==> src/rtl/alu_op_sequencer.sv <==
// ---------------------------------------------------------------------------
// alu_op_sequencer
//
// Collects a three-byte command (header, A, B) from a valid/ready byte
// stream, presents it to an external registered ALU, pulses the ALU enable
// once, waits LATENCY cycles for the ALU result and offers the captured
// result on a valid/ready output port. A counter tracks delivered results.
//
// Parameters
//   LATENCY    ALU cycles from alu_ena pulse to valid alu_y/alu_flag (1..7)
//
// Ports
//   clk        rising-edge clock
//   rst        synchronous, active-high reset
//   in_data    command byte stream (header, A, B)
//   in_valid   in_data valid
//   in_ready   sequencer accepts a byte this cycle
//   alu_ui     to ALU ui_in  : {A[7:3], op[2:0]}
//   alu_uio    to ALU uio_in : B (shift amount = B[2:0])
//   alu_ena    ALU register enable, one-cycle pulse per command
//   alu_y      ALU registered result
//   alu_flag   ALU registered carry/borrow flag
//   res_data   captured result
//   res_flag   captured flag
//   res_valid  result available
//   res_ready  consumer accepts result
//   res_count  completed-result counter (wraps 0xFF -> 0x00)
//
// Configuration
//   ALU_SEQ_CHAIN_EN  when defined, a header with bit 3 set skips the A byte
//                     and reuses the last captured result as A (only once a
//                     result has been captured since reset). When undefined,
//                     header bit 3 is ignored and every command is 3 bytes.
// ---------------------------------------------------------------------------
module alu_op_sequencer #(
    parameter int LATENCY = 1
) (
    input  logic       clk,
    input  logic       rst,
    input  logic [7:0] in_data,
    input  logic       in_valid,
    output logic       in_ready,
    output logic [7:0] alu_ui,
    output logic [7:0] alu_uio,
    output logic       alu_ena,
    input  logic [7:0] alu_y,
    input  logic       alu_flag,
    output logic [7:0] res_data,
    output logic       res_flag,
    output logic       res_valid,
    input  logic       res_ready,
    output logic [7:0] res_count
);

    typedef enum logic [2:0] {
        IDLE  = 3'd0,
        GET_A = 3'd1,
        GET_B = 3'd2,
        ISSUE = 3'd3,
        WAIT  = 3'd4,
        DONE  = 3'd5
    } state_t;

    state_t     state;
    logic [2:0] op_q;
    logic [7:3] a_q;        // only A[7:3] reaches the ALU; op occupies [2:0]
    logic [2:0] wait_cnt;
    logic       in_xfer;

`ifdef ALU_SEQ_CHAIN_EN
    // Set once a result has been captured; res_data then doubles as the
    // accumulator, so no separate last-result register is needed.
    logic       have_result;
`endif

    // Decoded straight from the state register so the port reads 1 in the
    // very first cycle after reset is released; gating with rst keeps it low
    // while reset is asserted.
    assign in_ready = !rst && (state == IDLE || state == GET_A || state == GET_B);
    assign in_xfer  = in_valid && in_ready;

    // NOTE: every register below is updated with non-blocking assignments so
    // all next-state values are computed from the pre-edge state.
    always_ff @(posedge clk) begin
        if (rst) begin
            state     <= IDLE;
            op_q      <= 3'd0;
            a_q       <= 5'd0;
            wait_cnt  <= 3'd0;
            alu_ui    <= 8'h00;
            alu_uio   <= 8'h00;
            alu_ena   <= 1'b0;
            res_data  <= 8'h00;
            res_flag  <= 1'b0;
            res_valid <= 1'b0;
            res_count <= 8'h00;
`ifdef ALU_SEQ_CHAIN_EN
            have_result <= 1'b0;
`endif
        end else begin
            // alu_ena is a single-cycle pulse: raised only on entry to ISSUE.
            alu_ena <= 1'b0;

            case (state)
                IDLE: begin
                    if (in_xfer) begin
                        op_q  <= in_data[2:0];
                        state <= GET_A;
`ifdef ALU_SEQ_CHAIN_EN
                        if (in_data[3] && have_result) begin
                            a_q   <= res_data[7:3];
                            state <= GET_B;
                        end
`endif
                    end
                end

                GET_A: begin
                    if (in_xfer) begin
                        a_q   <= in_data[7:3];
                        state <= GET_B;
                    end
                end

                GET_B: begin
                    if (in_xfer) begin
                        // Operands are loaded together with the enable and
                        // held until the next command reaches ISSUE.
                        alu_ui  <= {a_q, op_q};
                        alu_uio <= in_data;
                        alu_ena <= 1'b1;
                        state   <= ISSUE;
                    end
                end

                ISSUE: begin
                    wait_cnt <= 3'(LATENCY);
                    state    <= WAIT;
                end

                WAIT: begin
                    // Counter reaches 1 in the cycle the ALU output is valid.
                    if (wait_cnt == 3'd1) begin
                        res_data  <= alu_y;
                        res_flag  <= alu_flag;
                        res_valid <= 1'b1;
                        state     <= DONE;
`ifdef ALU_SEQ_CHAIN_EN
                        have_result <= 1'b1;
`endif
                    end
                    wait_cnt <= wait_cnt - 3'd1;
                end

                DONE: begin
                    if (res_ready) begin
                        res_valid <= 1'b0;
                        res_count <= res_count + 8'd1;
                        state     <= IDLE;
                    end
                end

                default: state <= IDLE;
            endcase
        end
    end

endmodule

==> config.mk <==
export PLATFORM = sky130hd
export DESIGN_NAME = alu_op_sequencer
export DESIGN_NICKNAME = d
export VERILOG_FILES = /design/src/rtl/alu_op_sequencer.sv
export SDC_FILE = /design/constraint.sdc
export NUM_CORES = 1
export LEC_CHECK = 0
export ABC_AREA = 1
export CORE_MARGIN = 3
export CORE_UTILIZATION = 45
export DETAILED_ROUTE_END_ITERATION = 16
export DONT_BUFFER_PORTS = 1
export RECOVER_POWER = 25
export SYNTH_ARGS = -nofsm -noshare
export SYNTH_HDL_FRONTEND = slang
export SYNTH_SLANG_ARGS = --single-unit
==> constraint.sdc <==
create_clock -name clk -period 1.1 [get_ports clk]
set_input_delay 0.22 -clock clk [delete_from_list [all_inputs] [get_ports clk]]
set_output_delay 0.22 -clock clk [all_outputs]
set_load 0.02 [all_outputs]
Word-level counts from Yosys, hierarchy flattened
Cells that the tools add are included.
W data, S select, Z words.
{"block": "classes", "n_addsub": 2, "eq_ne": 11, "n_mux": 11, "n_bitwise": 1, "n_reduce_logical": 16}
{"operator": "$pmux W3 S6", "count": 1}
{"operator": "$mux W3", "count": 5}
{"operator": "$ne A2 B2 Y1 const B", "count": 5}
{"operator": "$reduce_and A2 Y1", "count": 5}
{"operator": "$add A8 B1 Y8 const B", "count": 1}
{"operator": "$eq A3 B1 Y1 const B", "count": 2}
{"operator": "$eq A3 B2 Y1 const B", "count": 2}
{"operator": "$eq A3 B3 Y1 const B", "count": 2}
{"operator": "$pmux W3 S2", "count": 1}
{"operator": "$reduce_and A5 Y1", "count": 1}
{"operator": "$reduce_bool A2 Y1", "count": 2}
{"operator": "$logic_not A3 Y1", "count": 1}
{"operator": "$mux W1", "count": 3}
{"operator": "$reduce_and A3 Y1", "count": 1}
{"operator": "$sub A3 B1 Y3 const B", "count": 1}
{"operator": "$logic_and A1 B1 Y1", "count": 2}
{"operator": "$logic_or A1 B1 Y1", "count": 2}
{"operator": "$pmux W1 S2", "count": 1}
{"operator": "$reduce_or A2 Y1", "count": 1}
{"operator": "$logic_not A1 Y1", "count": 1}
{"operator": "$not A1 Y1", "count": 1}
{"block": "totals", "register_bits": 49, "inputBits": 21, "output_inout_bits": 36, "wordCells": 52}

Logic depth before layout (Yosys ltp)
Gate-level depths: netlist (run 1).
{"block": "logic_depth", "ltp_word": 7, "ltp_mapped": 10, "depth_no_buf": 10}

Worst setup path after synthesis (run 1)
OpenSTA, ideal clock, no wires.
{"block": "synth_path", "kind": "reg-to-reg", "start": "reg res_count[0]", "end": "reg res_count[6]", "setup_time_ns": 0.115, "arrival_time_ns": 1.082, "t_required_ns": 0.985, "path_slack_ns": -0.097, "path_stages_with_launch": 6, "path_buffers": 0, "path_cell_list": "dfxtp_1 -> ha_1 -> nand4_1 -> nor2_1 -> a21oi_1 -> o21a_1"}
{"block": "synth_between", "elab_chain_cells": 1}
{"item": "start, declared", "line_no": "52", "text": "output logic [7:0] res_count"}
{"item": "start signal, assigned", "line_no": "158", "text": "res_count <= res_count + 8'd1;"}
{"item": "$add A8 B1 Y8", "line_no": "158"}
Every way passes these cells.
A chain may end at the register's enable or synchronous reset.

Final worst setup path (run 1)
{"block": "layout_path", "start": "reg state[0]", "end": "reg alu_ui[3]"}
{"block": "layout_between", "elab_chain_cells": 6, "word_cells_on_any_way": 8, "cone_classes": "eq/ne: 2; reduce/logical: 6"}
{"item": "start, declared", "line_no": "64", "text": "state_t state;"}
{"item": "start signal, assigned", "line_no": "86", "text": "state <= IDLE;"}
{"item": "start signal, assigned", "line_no": "108", "text": "state <= GET_A;"}
{"item": "start signal, assigned", "line_no": "121", "text": "state <= GET_B;"}
{"item": "$eq A3 B1 Y1 / $logic_not A3 Y1 (equally long branches)", "line_no": "79", "text": "assign in_ready = !rst && (state == IDLE || state == GET_A || state == GET_B);"}
{"item": "$logic_or A1 B1 Y1 (2 in a row)", "line_no": "79"}
{"item": "$logic_and A1 B1 Y1", "line_no": "79"}
{"item": "$logic_and A1 B1 Y1", "line_no": "80", "text": "assign in_xfer = in_valid && in_ready;"}
{"item": "$reduce_and A2 Y1 (no source line) (*)"}
{"item": "end signal, assigned", "line_no": "129", "text": "alu_ui <= {a_q, op_q};"}
{"item": "end, declared", "line_no": "43", "text": "output logic [7:0] alu_ui,"}
Every way passes the cells marked *; elsewhere a longest branch is shown, timed or not.

==> summary.md, run 1 <==
| Metric | Value |
|---|---|
| FF+latch count, synth | 49 |
| Largest fanout on the critical path | 6 |
| DR vias | 1,710 |
| Crit-path cells | buf_6 > nor3_4 > nand2_4 > buf_12 > o21ai_4 > nor2_1 |
| Placed cells | 322 |
| Pleak | 1.131 nW |
| Final ANT Viol Nets | 0 |
| Simple-gate area share of the yosys netlist | 0.2606 |
| Clock sink total | 49 |
| Finished Cell Area | 2731 um^2 |
| Drt first pass iters | 4 |
| N_diodes | 0 |
| Fin cells | 345 |
| Required @ worst endpoint | 1.30 ns |
| Initial Utilization | 0.4770 |
| Synth area leaders | dfxtp_1 (50%), nor2_1 (15%), o21ai_0 (5.9%), o21ai_1 (5.1%), nand2_1 (4.2%) |
| PwrDens | 1816 nW/um^2 |
| Die W | 71.82 um |
| Drt wl/cell | 13.66 um |
| Total CTS buffers | 5 |
| Yosys top cell area share | 0.5032 |
| Util after Layout | 0.6684 |
| CTS tree | done |
| Synth Area per Inst | 7.645 um^2 |
| Final period utilization | 1.234 |
| Hpwl dp | 2958 um |
| Starting DRT DRC Count | 90 |
| Via/cell ratio | 4.957 |
| Commonest non-fill, non-tap cell in the layout | nor2_1 |
| Final hold vios | 0 |
| Outcome | complete, but fails checks |
| Mux cell area share after synthesis | 0 |
| Final wirelength | 4711 um |
| HP Class | in -> reg |
| Die area | 5157 um^2 |
| Critical path data arrival time | 1.56 ns |
| Fill cells | 349 |
| Commonest cells after routing, fill and taps aside | nor2_1 (70), dfxtp_1 (40), o21ai_1 (21) |
| Seq/Total Area, Yosys | 0.5032 |
| # port buffers | 0 |
| Clock latency on the worst-skew pair | 0.30 ns |
| Peak supply drop | 0.001277 V |
| Top cell type by total area after synthesis | dfxtp_1 |
| Post-synthesis xor/xnor area fraction | 0.004493 |
| Setup tns final | -7.872 ns |
| Largest net degree at the start of global routing | 43 |
| Gr usage total | 0.1824 |
| Slew @ Worst Pin | 0.3315 ns |
| Violated checks | negative setup slack |
| Fmax | 736.6 MHz |
| Synth unique cells | 26 |
| H-tree depth | 2 |
| Clock tree buffer depth | 2 |
| Setup ws final | -0.2576 ns |
| Slew Viols, Final | 0 |
| Critical-path top delay cell | dfxtp_4 |
| YS warnings | 0 |
| Layout area overhead | 40.12% |
| Min cycle time layout | 1.358 ns |
| Clock skew | 0.004560 ns |
| Gpl congestion | 0.8944 |
| Vias in the first global route | 1,662 |
| Cell family with most CP delay | simple AND/OR/NAND/NOR gates |
| Mapped Cells | 255 |
| Final setup viols | 50 |
| Reg2Reg Depth | 6 |
| # DRC | 0 |
| First-pass GRT wire length | 7486 um |
| Reg clk slew, reported paths | 0.09 ns |
| Slew HR | 0.7783 |
| GR Overflow Total | 0 |
| WP buf/inv | 2 |
| Die H | 71.82 um |
| Critical Path Stages | 6 |
| CTS root buf | clkbuf_8 |
| Largest family of logic cells by synthesized area | simple AND/OR/NAND/NOR gates |
| Site Rows | 23 |
| Fraction of layout cells with a size suffix above 1 | 0.4136 |
| Core footprint | 4086 um^2 |
| Crit-path max cell delay | 0.38 ns |
| # IOs | 57 |
| Syn nets | 279 |
| Adder-cell share of the synthesized area | 0.01926 |
| Synthesized cell area | 1949 um^2 |
| Initial antenna violation count | 0 |
| Total power | 4.960 mW |
| Fin nets | 318 |
| Critical Path Sink Type | flip-flop |
| RSZ-0062 raised after global routing | true |
| Min-Delay Path Depth | 2 |
| Post-Place Cell Area | 2236 um^2 |
| Startpoint Class | flip-flop |
| Worst setup path category | reg -> reg |
| Post-synthesis compound-gate area fraction | 0.1476 |
| Max-Cap Viols | 0 |
-- state kept, by name, indices dropped and copies added (netlist names) --
| signal | flops |
|---|---|
| alu_ui | 8 |
| state | 3 |
| alu_uio | 8 |
| res_count | 8 |
| res_valid | 1 |
| res_flag | 1 |
| op_q | 3 |
| wait_cnt | 3 |
| res_data | 8 |
| a_q | 5 |
| alu_ena | 1 |
-- routing by layer --
metal	wire length (um)	up-vias	GRT usage
li1	-	905	-
met1	2010	765	0.2122
met2	2405	36	0.3102
met3	262	4	0.07013
met4	33	0	0.05428
met5	0	-	0
-- logic make-up after synthesis --
logic type,count (synthesis)
xor+xnor,1
fa+ha+maj,3
compound gates,57
flops,49
buf+inv,29
simple gates,116
-- per-stage QoR --
stage | worst slack (ns) | hold WS, ns
2_1_floorplan | -0.05591 | 0.3549
3_3_place_gp | -0.1736 | 0.2838
3_5_place_dp | -0.2123 | 0.2869
4_1_cts | -0.2398 | 0.04390
5_1_grt | -0.3353 | 0.03245
6_report | -0.2576 | 0.03410
-- worst paths after layout --
| kind | end | startpoint | slack, ns |
|---|---|---|---|
| max | alu_ui[3]$_SDFFE_PP0P_ | state[0]$_SDFFE_PP0P_ | -0.26 |
| min | a_q[5]$_SDFFE_PP0P_ | in_data[5] | 0.03 |
| max reg2reg | alu_ui[3]$_SDFFE_PP0P_ | state[0]$_SDFFE_PP0P_ | -0.26 |
| min reg2reg | wait_cnt[1]$_SDFFE_PP0P_ | wait_cnt[1]$_SDFFE_PP0P_ | 0.48 |
-- worst reg2reg max path, cell delays in order (launching register included) --
cell and delay (ns):
dfxtp_4 0.38, buf_6 0.13, nor3_4 0.26, nand2_4 0.15
buf_12 0.17, o21ai_4 0.13, nor2_1 0.05
-- synthesized netlist by cell type --
cell type	number
o21a_1	1
o21ai_1	20
nand4_1	3
nor3_1	1
o21ai_0	23
nand3_1	2
buf_6	1
ha_1	3
or2_2	1
clkbuf_1	4
nand2_4	2
nor3_2	1
xor2_1	1
inv_2	6
inv_4	1
nor2_1	79
dfxtp_1	49
nor2_2	2
a21oi_1	13
nor2_4	2
buf_4	1
clkinv_2	1
buf_2	2
inv_1	13
nand2_1	22
nand4_4	1
-- report_power, final --
group	leakage [nW]	switching (mW)	internal (mW)	total, mW
clock	0.0456	0.608	0.454	1.06
combinational	0.684	0.883	0.749	1.63
sequential	0.402	0.275	1.99	2.27
-- cell type report --
cell class / instances / area (um^2) / area share
clock buffer: 6 / 72.57 / 0.02657
clock inverter: 2 / 13.76 / 0.005039
tap: 50 / 62.56 / 0.02290
timing repair buffer: 39 / 389.1 / 0.1425
sequential: 49 / 999.7 / 0.3660
multi-input combinational: 178 / 1085 / 0.3972
inverter: 21 / 108.9 / 0.03985
-- what timing repair did --
action                                  in CTS  in global routing
cloned                                       1                  0
endpoints found under the setup margin      49                 52
setup buffers                               12                  3
hold buffers                                 1                  0
endpoints found under the hold margin        6                  0
resized for setup                           64                 35
pin swaps                                   27                 15
Note: power is estimated with default switching activity, not from simulation.
==> run 2: changes to the inputs <==
--- a/config.mk
+++ b/config.mk
@@ -6,6 +6,7 @@
 export NUM_CORES = 1
 export LEC_CHECK = 0
 export ABC_AREA = 1
+export CAP_MARGIN = 25
 export CORE_MARGIN = 3
 export CORE_UTILIZATION = 45
 export DETAILED_ROUTE_END_ITERATION = 16
==> results of run 2 <==
Same layout as run 1: the final DEF is identical, and so are final timing and power.
==> run 3: changes to the inputs <==
--- a/config.mk
+++ b/config.mk
@@ -9,6 +9,7 @@
 export CAP_MARGIN = 25
 export CORE_MARGIN = 3
 export CORE_UTILIZATION = 45
+export CTS_CLUSTER_SIZE = 14
 export DETAILED_ROUTE_END_ITERATION = 16
 export DONT_BUFFER_PORTS = 1
 export RECOVER_POWER = 25
==> results of run 3 <==
Same layout as run 1: the final DEF is identical, and so are final timing and power.
